### config.mk
export PLATFORM = sky130hd
export DESIGN_NAME = uart_receiver_flat
export DESIGN_NICKNAME = d
export VERILOG_FILES = /design/src/rtl/uart_receiver_pkg.sv /design/src/rtl/uart_receiver_if.sv /design/src/rtl/uart_receiver_synchronizer.sv /design/src/rtl/uart_receiver.sv /design/src/flat_wrapper.sv
export SDC_FILE = /design/constraint.sdc
export NUM_CORES = 1
export LEC_CHECK = 0
export ABC_AREA = 1
export CAP_MARGIN = 20
export CORE_AREA = 2 2 60 62
export DETAILED_ROUTE_END_ITERATION = 7
export DIE_AREA = 0 0 62 64
export PLACE_DENSITY = 0.84
export SETUP_SLACK_MARGIN = 0.05
export SKIP_CTS_REPAIR_TIMING = 1
export SYNTH_ARGS = -nofsm -noshare
export SYNTH_HDL_FRONTEND = slang
export SYNTH_SLANG_ARGS = --single-unit
### constraint.sdc
create_clock -name clk -period 3.7 [get_ports clk]
set_clock_uncertainty 0.1 [all_clocks]
set_input_delay 0.74 -clock clk [delete_from_list [all_inputs] [get_ports clk]]
set_output_delay 0.74 -clock clk [all_outputs]
set_load 0.05 [all_outputs]
### src/rtl/uart_receiver_pkg.sv
// Shared UART definitions: bit-timing derivation, FSM state encoding and
// the ceiling-log2 helper used to size cycle counters.
package uart_receiver_pkg;

    // Character framing: 8N1.
    localparam int DATA_BITS = 8;

    // Ceiling log2; the counter must hold values 0 .. value-1.
    function automatic int log2(input int value);
        int result;
        result = 0;
        while ((1 << result) < value) begin
            result = result + 1;
        end
        return result;
    endfunction

    // Clock cycles per bit on the line; shared with the transmitter.
    function automatic int symbol_edge_time(input int clock_freq, input int baud_rate);
        return clock_freq / baud_rate;
    endfunction

    // Offset from the start edge to the middle of the start bit.
    function automatic int sample_time(input int clock_freq, input int baud_rate);
        return symbol_edge_time(clock_freq, baud_rate) / 2;
    endfunction

    // Receiver FSM states; encoding fixed so it matches the transmitter's debug view.
    typedef enum logic [2:0] {
        ST_IDLE  = 3'd0,
        ST_START = 3'd1,
        ST_DATA  = 3'd2,
        ST_STOP  = 3'd3,
        ST_BREAK = 3'd4
    } rx_state_e;

endpackage

### src/rtl/uart_receiver_if.sv
// Ready/valid byte port between the UART receiver and its consumer.
interface uart_receiver_if;
    import uart_receiver_pkg::*;

    logic [DATA_BITS-1:0] data_out;
    logic                 data_out_valid;
    logic                 data_out_ready;

    // Receiver side: produces bytes.
    modport master (
        output data_out,
        output data_out_valid,
        input  data_out_ready
    );

    // Consumer side: accepts bytes.
    modport slave (
        input  data_out,
        input  data_out_valid,
        output data_out_ready
    );

endinterface

### src/rtl/uart_receiver_synchronizer.sv
// Two-stage synchronizer for asynchronous inputs, with a configurable
// reset value so idle-high lines do not look active coming out of reset.
module synchronizer #(
    parameter int               WIDTH       = 1,
    parameter logic [WIDTH-1:0] RESET_VALUE = '0
) (
    input  logic             clk,
    input  logic             reset,
    input  logic [WIDTH-1:0] async_value,
    output logic [WIDTH-1:0] sync_value
);

    logic [WIDTH-1:0] stage1;
    logic [WIDTH-1:0] stage2;

    // Shift the asynchronous value through two flops to settle metastability.
    always_ff @(posedge clk) begin
        // NOTE: non-blocking assignments so each flop samples the pre-edge value of its source.
        if (reset) begin
            stage1 <= RESET_VALUE;
            stage2 <= RESET_VALUE;
        end else begin
            stage1 <= async_value;
            stage2 <= stage1;
        end
    end

    assign sync_value = stage2;

endmodule

### src/rtl/uart_receiver.sv
// UART receive path: synchronizes the RX pin, frames 8N1 characters by
// mid-bit sampling, and hands bytes out on a ready/valid port. Framing
// errors and overruns are reported as one-cycle pulses.
module uart_receiver
    import uart_receiver_pkg::*;
#(
    parameter int CLOCK_FREQ = 33_000_000,
    parameter int BAUD_RATE  = 115_200
) (
    input  logic            clk,
    input  logic            reset,
    input  logic            serial_in,
    uart_receiver_if.master rx_bus,
    output logic            framing_error,
    output logic            overrun
);

    localparam int SYMBOL_EDGE_TIME = symbol_edge_time(CLOCK_FREQ, BAUD_RATE);
    localparam int SAMPLE_TIME      = sample_time(CLOCK_FREQ, BAUD_RATE);
    localparam int CNT_W            = log2(SYMBOL_EDGE_TIME);

    localparam logic [CNT_W-1:0] SAMPLE_LAST = CNT_W'(SAMPLE_TIME - 1);
    localparam logic [CNT_W-1:0] SYMBOL_LAST = CNT_W'(SYMBOL_EDGE_TIME - 1);
    localparam logic [CNT_W-1:0] CNT_ONE     = CNT_W'(1);
    localparam logic [2:0]       LAST_BIT    = 3'(DATA_BITS - 1);

    logic                 rx_s;
    rx_state_e            state;
    logic [CNT_W-1:0]     cnt;
    logic [2:0]           bit_idx;
    logic [DATA_BITS-1:0] shreg;
    logic [DATA_BITS-1:0] data_q;
    logic                 valid_q;

    synchronizer #(
        .WIDTH       (1),
        .RESET_VALUE (1'b1)
    ) u_rx_sync (
        .clk         (clk),
        .reset       (reset),
        .async_value (serial_in),
        .sync_value  (rx_s)
    );

    // Framing FSM with registered byte, valid and error-pulse outputs.
    // The cycle counter free-runs and is cleared on every entry to a
    // state that times against it, so its value elsewhere is irrelevant.
    always_ff @(posedge clk) begin
        if (reset) begin
            state         <= ST_IDLE;
            cnt           <= '0;
            bit_idx       <= '0;
            shreg         <= '0;
            data_q        <= '0;
            valid_q       <= 1'b0;
            framing_error <= 1'b0;
            overrun       <= 1'b0;
        end else begin
            framing_error <= 1'b0;
            overrun       <= 1'b0;
            cnt           <= cnt + CNT_ONE;

            // Consumer handshake; a delivery on the same edge re-asserts valid below.
            if (valid_q && rx_bus.data_out_ready) begin
                valid_q <= 1'b0;
            end

            case (state)
                ST_IDLE: begin
                    if (!rx_s) begin
                        state <= ST_START;
                        cnt   <= '0;
                    end
                end

                // Confirm the start bit at its midpoint; a high line means a glitch.
                ST_START: begin
                    if (cnt == SAMPLE_LAST) begin
                        if (rx_s) begin
                            state <= ST_IDLE;
                        end else begin
                            state   <= ST_DATA;
                            cnt     <= '0;
                            bit_idx <= '0;
                        end
                    end
                end

                // One full bit period after each midpoint lands on the next midpoint.
                ST_DATA: begin
                    if (cnt == SYMBOL_LAST) begin
                        shreg   <= {rx_s, shreg[DATA_BITS-1:1]};
                        cnt     <= '0;
                        bit_idx <= bit_idx + 3'd1;
                        if (bit_idx == LAST_BIT) begin
                            state <= ST_STOP;
                        end
                    end
                end

                // Stop-bit midpoint: deliver or flag; returning to IDLE here
                // leaves half a bit of margin before the next start edge.
                ST_STOP: begin
                    if (cnt == SYMBOL_LAST) begin
                        if (rx_s) begin
                            state <= ST_IDLE;
                            if (!valid_q || rx_bus.data_out_ready) begin
                                data_q  <= shreg;
                                valid_q <= 1'b1;
                            end else begin
                                overrun <= 1'b1;
                            end
                        end else begin
                            framing_error <= 1'b1;
                            state         <= ST_BREAK;
                        end
                    end
                end

                // Held-low line after a bad stop bit: wait for it to return high.
                ST_BREAK: begin
                    if (rx_s) begin
                        state <= ST_IDLE;
                    end
                end

                default: begin
                    state <= ST_IDLE;
                end
            endcase
        end
    end

    assign rx_bus.data_out       = data_q;
    assign rx_bus.data_out_valid = valid_q;

endmodule

### src/flat_wrapper.sv
// flat-port wrapper written by rule: the top's interface ports become plain ports
module uart_receiver_flat import uart_receiver_pkg::*;
#(
    parameter int CLOCK_FREQ = 33_000_000,
    parameter int BAUD_RATE  = 115_200
)
  (clk, reset, serial_in, framing_error, overrun, rx_bus_data_out, rx_bus_data_out_valid, rx_bus_data_out_ready);
  uart_receiver_if rx_bus_i ();
  input  logic clk;
  input  logic reset;
  input  logic serial_in;
  output logic framing_error;
  output logic overrun;
  output wire logic [$bits(rx_bus_i.data_out)-1:0] rx_bus_data_out;
  output wire logic [$bits(rx_bus_i.data_out_valid)-1:0] rx_bus_data_out_valid;
  input wire logic [$bits(rx_bus_i.data_out_ready)-1:0] rx_bus_data_out_ready;
  assign rx_bus_data_out = rx_bus_i.data_out;
  assign rx_bus_data_out_valid = rx_bus_i.data_out_valid;
  assign rx_bus_i.data_out_ready = rx_bus_data_out_ready;
  uart_receiver #(.CLOCK_FREQ(CLOCK_FREQ), .BAUD_RATE(BAUD_RATE)) u_core (.clk(clk), .reset(reset), .serial_in(serial_in), .rx_bus(rx_bus_i), .framing_error(framing_error), .overrun(overrun));
endmodule
---- Yosys cells after proc, flatten, opt, wreduce, memory -nomap -nowiden ----
Cells that the tools add are included.
Widths: inputs -> output; s select.
operators by class
  $add $sub $neg .......................... 2
  $mul .................................... 0
  divide/modulo/power cells ............... 0
  $lt $le $gt $ge ......................... 0
  equality and inequality tests ........... 14
  shift operators ......................... 0
  mux-type cells .......................... 24
  bitwise operators ....................... 3
  reduce and logical (&&, ||, !) cells .... 11
operators with widths
  kind                 count
  $mux 3               10
  $mux 9               3
  $pmux 9 s3           1
  $pmux 3 s5           1
  $add 9x1->9 const B  1
  $eq 9x8->1 const B   1
  $eq 9x9->1 const B   1
  $ne 2x1->1 const B   4
  $reduce_and 4->1     2
  $mux 1               7
  $eq 3x2->1 const B   2
  $eq 3x3->1 const B   2
  $ne 2x2->1 const B   3
  $pmux 3 s2           1
  $reduce_and 6->1     1
  $reduce_or 4->1      1
  $add 3x1->3 const B  1
  $eq 3x1->1 const B   1
  $logic_not 3->1      1
  $not 1->1            3
  $reduce_or 3->1      1
  $mux 2               1
  $reduce_and 2->1     1
  $reduce_bool 2->1    1
  other kinds (3)      3
storage, ports and cells
  flip-flop bits (word level) ............. 36
  bits in latches ......................... 0
  bits in writable memories ............... 0
  ROM bits ................................ 0
  input bits .............................. 4
  memories ................................ 0

---- Logic depth before layout (Yosys ltp) ----
  depth in word-level cells ............... 6
  gate-level depth with buffers ........... 13

---- By module ----
Synthesis repeated with hierarchy kept, for this count alone.
unflattened totals
  cells, all modules ...................... 238
  area, all modules ....................... 1636.6 um^2
by module, submodules not included
  module         instances  cells an instance  area each (um^2)  seq. area each (um^2)
  uart_receiver  1          231                1577.8            680.7
  synchronizer   1          7                  58.8              40.0

---- Worst setup path before layout ----
Ideal clock, no wire load.
  path kind ............................... input to register
  from .................................... input reset
  to ...................................... register u_core.bit_idx[0]
  setup time .............................. 0.074 ns
  data arrival time ....................... 1.487 ns
  path slack .............................. 2.039 ns
  stages on the path ...................... 5
  path through ............................ buf_2 -> inv_1 -> clkbuf_1 -> o21ai_0 -> a31oi_1
RTL lines
  what                  RTL line             RTL
  from (decl)           flat_wrapper.sv:10   input logic reset;
  to (signal assigned)  uart_receiver.sv:94  bit_idx <= bit_idx + 3'd1;
  to (decl)             uart_receiver.sv:30  logic [2:0] bit_idx;

---- Worst setup path in the final report ----
  from .................................... register u_core.data_q[3] (netlist: u_core.rx_bus.data_out[3])
  to ...................................... output rx_bus_data_out[3]
RTL lines
  what                    RTL line              RTL
  from (decl)             uart_receiver.sv:32   logic [DATA_BITS-1:0] data_q;
  from (signal assigned)  uart_receiver.sv:108  data_q <= shreg;
  to (decl)               flat_wrapper.sv:14    output wire logic [$bits(rx_bus_i.data_out)-1:0] rx_bus_data_out;
No word-level cell between the ends.

==> metrics.md <==
| Metric | Value |
|---|---|
| Crit-path max cell delay | between 800 and 900 ps |
| Setup ws final | 1340 ps |
| First-pass GRT wire length | 5200 um |
| RSZ-0062 raised after global routing | no |
| Leak Pwr | 0.884 nW |
| Area of the multi-input gates | about 800 um^2 |
| Cells after DPL | around 270 |
| GR Util All Layers | 0.179 |
| Number of global-route vias before repair | between 1,000 and 1,500 |
| Max-slew violations | 0 |
| Setup crit end kind | primary output |
| FP Rows | 21 |
| Syn-to-layout area delta | 16.4% |
| Primary FF master, synth | dfxtp_1 |
| FF-to-FF path depth | 12 |
| Setup crit start | u_core.rx_bus.data_out[3] |
| Starting Density | 0.517 |
| CTS tree | yes |
| F_max | 424 MHz |
| Buf+Inv Stages, Crit Path | 1 |
| Later-pin clock latency in the skew report | roughly 350 ps |
| Post-synthesis sequential area ratio | 0.424 |
| Hold Vio Cnt, Final | 0 |
| Worst vdd ir | 334 uV |
| Setup Viol. Count Final | 0 |
| Routed vias | 1,354 |
| Buffers added on ports | 14 |
| Antenna diode count | 0 |
| Synthesized area | 0.00170 mm^2 |
| DR iter-0 viols | 87 |
| WHS | 335 ps |
| Crit-path max FO | 2 |
| Cells after synthesis | 218 |
| Total of max-cap violations | 0 |
| Area taken by flip-flops and latches | between 700 and 800 um^2 |
| Die X | between 60 and 70 um |
| Most common cell after layout, fill and taps aside | nor2_1 |
| Most frequent cells in the layout | nor2_1 (42), dfxtp_1 (36), nand2_1 (35), inv_1 (20), clkdlybuf4s50_1 (14) |
| Die height | 64 um |
| DR DRC count | 0 |
| Period Utilization, post-route | 0.638 |
| Router iterations before antenna repair | 4 |
| Fin Setup TNS | 0 ps |
| Status | complete, no violations |
| P per Cell Area | 604 mW/mm^2 |
| Top cell type's share of synthesized area | 0.424 |
| Net count after synthesis | 227 |
| EDFF count, synth | 0 |
| GRT overflow | 0 |
| Antenna-violating nets left | 0 |
| WHS Path Cells | 1 |
| Post-synthesis register bit count | 36 |
| IO Pins | 15 |
| Layout cells sized above 1 | 0.158 |
| Ys Warns | 0 |
| Worst-Margin Slew | 571 ps |
| CTS Sinks | 36 |
| Critical path depth | 1 |
| Root Driver | clkbuf_4 |
| Req. time, crit path | 2860 ps |
| Largest net degree at the start of global routing | 22 |
| Worst min-delay path class | flip-flop to flip-flop |
| CP cell instances | clkdlybuf4s50_1 |
| H-tree Lvls | 2 |
| Via-per-instance ratio | 4.84 |
| Fillers | 288 |
| Final Wtd Congestion | 0.858 |
| Dpl ws | 1360 ps |
| Wirelength per Cell | 10.3 um |
| Critical path data arrival time | 1520 ps |
| Clock Pin Slew Worst Setup and Hold Paths | 110 ps |
| R2R Setup Slk | 1870 ps |
| Post-Layout Cell Count | 280 |
| Critical path's slowest cell | clkdlybuf4s50_1 |
| Setup crit start kind | flip-flop |
| RR Endpoint | u_core.cnt[5] |
| CP top delay family | buffers and inverters |
| Worst setup path end | rx_bus_data_out[3] |
| Reg-to-reg startpoint | u_core.cnt[0] |
| Core box area | 0.00328 mm^2 |
| Rel. slew slack | 0.619 |
| Initial antenna violation count | 0 |
| Synth unique cells | 35 |
| Full die area | 0.00397 mm^2 |
| HPWL after DPL | 2170 um |
| Top cells by area, synth | dfxtp_1 (42%), nor2_1 (9.3%), nand2_1 (7.7%) |
| Synthesized area per cell | between 7 and 8 um^2 |
| Clock Path Buffers | 2 |
| Async S/R FF share, synth | 0 |
| Nets | 242 |
| Critical path class | flip-flop to primary output |
| Final Critical Period | 2360 ps |
| Synth area leader | dfxtp_1 |
| Number of CTS-inserted buffers | 5 |
| Drt total wl | 2890 um |
## how the worst min path moves through the flow
stage                       startpoint                     endpoint  slack (ps)
2_1_floorplan  u_core.u_rx_sync.stage1  u_core.u_rx_sync.sync_value         290
3_3_place_gp   u_core.u_rx_sync.stage1  u_core.u_rx_sync.sync_value         310
3_5_place_dp   u_core.u_rx_sync.stage1  u_core.u_rx_sync.sync_value         310
4_1_cts        u_core.u_rx_sync.stage1  u_core.u_rx_sync.sync_value         340
5_1_grt        u_core.u_rx_sync.stage1  u_core.u_rx_sync.sync_value         360
6_report       u_core.u_rx_sync.stage1  u_core.u_rx_sync.sync_value         330
## kinds of logic after synthesis
group,Yosys count,share of synthesized area
buffers and inverters,33,0.0921
xor gates and xnor gates,3,0.0155
AOI/OAI and AO/OA,28,0.0980
DFF,36,0.424
adders and majority gates,5,0.0368
and+or+nand+nor,113,0.333
## registers in the layout (all words and copies together) (netlist names), 3 cells and up
register	cells
u_core.bit_idx	3
u_core.cnt	9
u_core.rx_bus.data_out	8
u_core.shreg	8
u_core.state	3
## metrics by stage
stage	util	area, um^2	power, W
floorplan	-	1700	0.000745
detailed placement	0.563	1850	0.000788
global placement	0.563	1850	0.000784
global route	0.602	1980	0.00127
CTS	0.602	1980	0.00120
finish	0.602	1980	0.00119
## cells in the mapped netlist (2+ instances only)
master and number:
nand3_1 8, xor2_1 3, a21oi_2 2, nand2_1 35
nor2_1 42, o21ai_0 13, inv_1 20, o21ai_1 3
inv_2 5, or2_2 2, nor2_2 3, buf_2 2
dfxtp_1 36, nand2_2 3, a21oi_1 6, ha_1 5
nor3_1 7, nand2_4 6
## report_power, final
part	switching, W	internal, W
clock network	0.000133	0.000278
registers	0.0000460	0.000417
logic	0.000206	0.000113
total	0.000385	0.000807
## metal layers
layer	vias to the layer above	wire [um]	track usage	part of all wire
met5	-	0	0	0
met4	0	85	0.0878	0.029
met3	8	141	0.0729	0.049
met2	26	1370	0.275	0.48
met1	604	1290	0.211	0.45
li1	716	-	-	-
## area by class of cell
type / count / share of cell area
clock buffer: 5 / 0.0190
clock inverter: 3 / 0.0456
sequential: 36 / 0.365
inverter: 27 / 0.0551
multi-input combinational: 149 / 0.415
tap: 46 / 0.0291
timing repair buffer: 14 / 0.0709
Note: power is estimated with default switching activity, not from simulation.
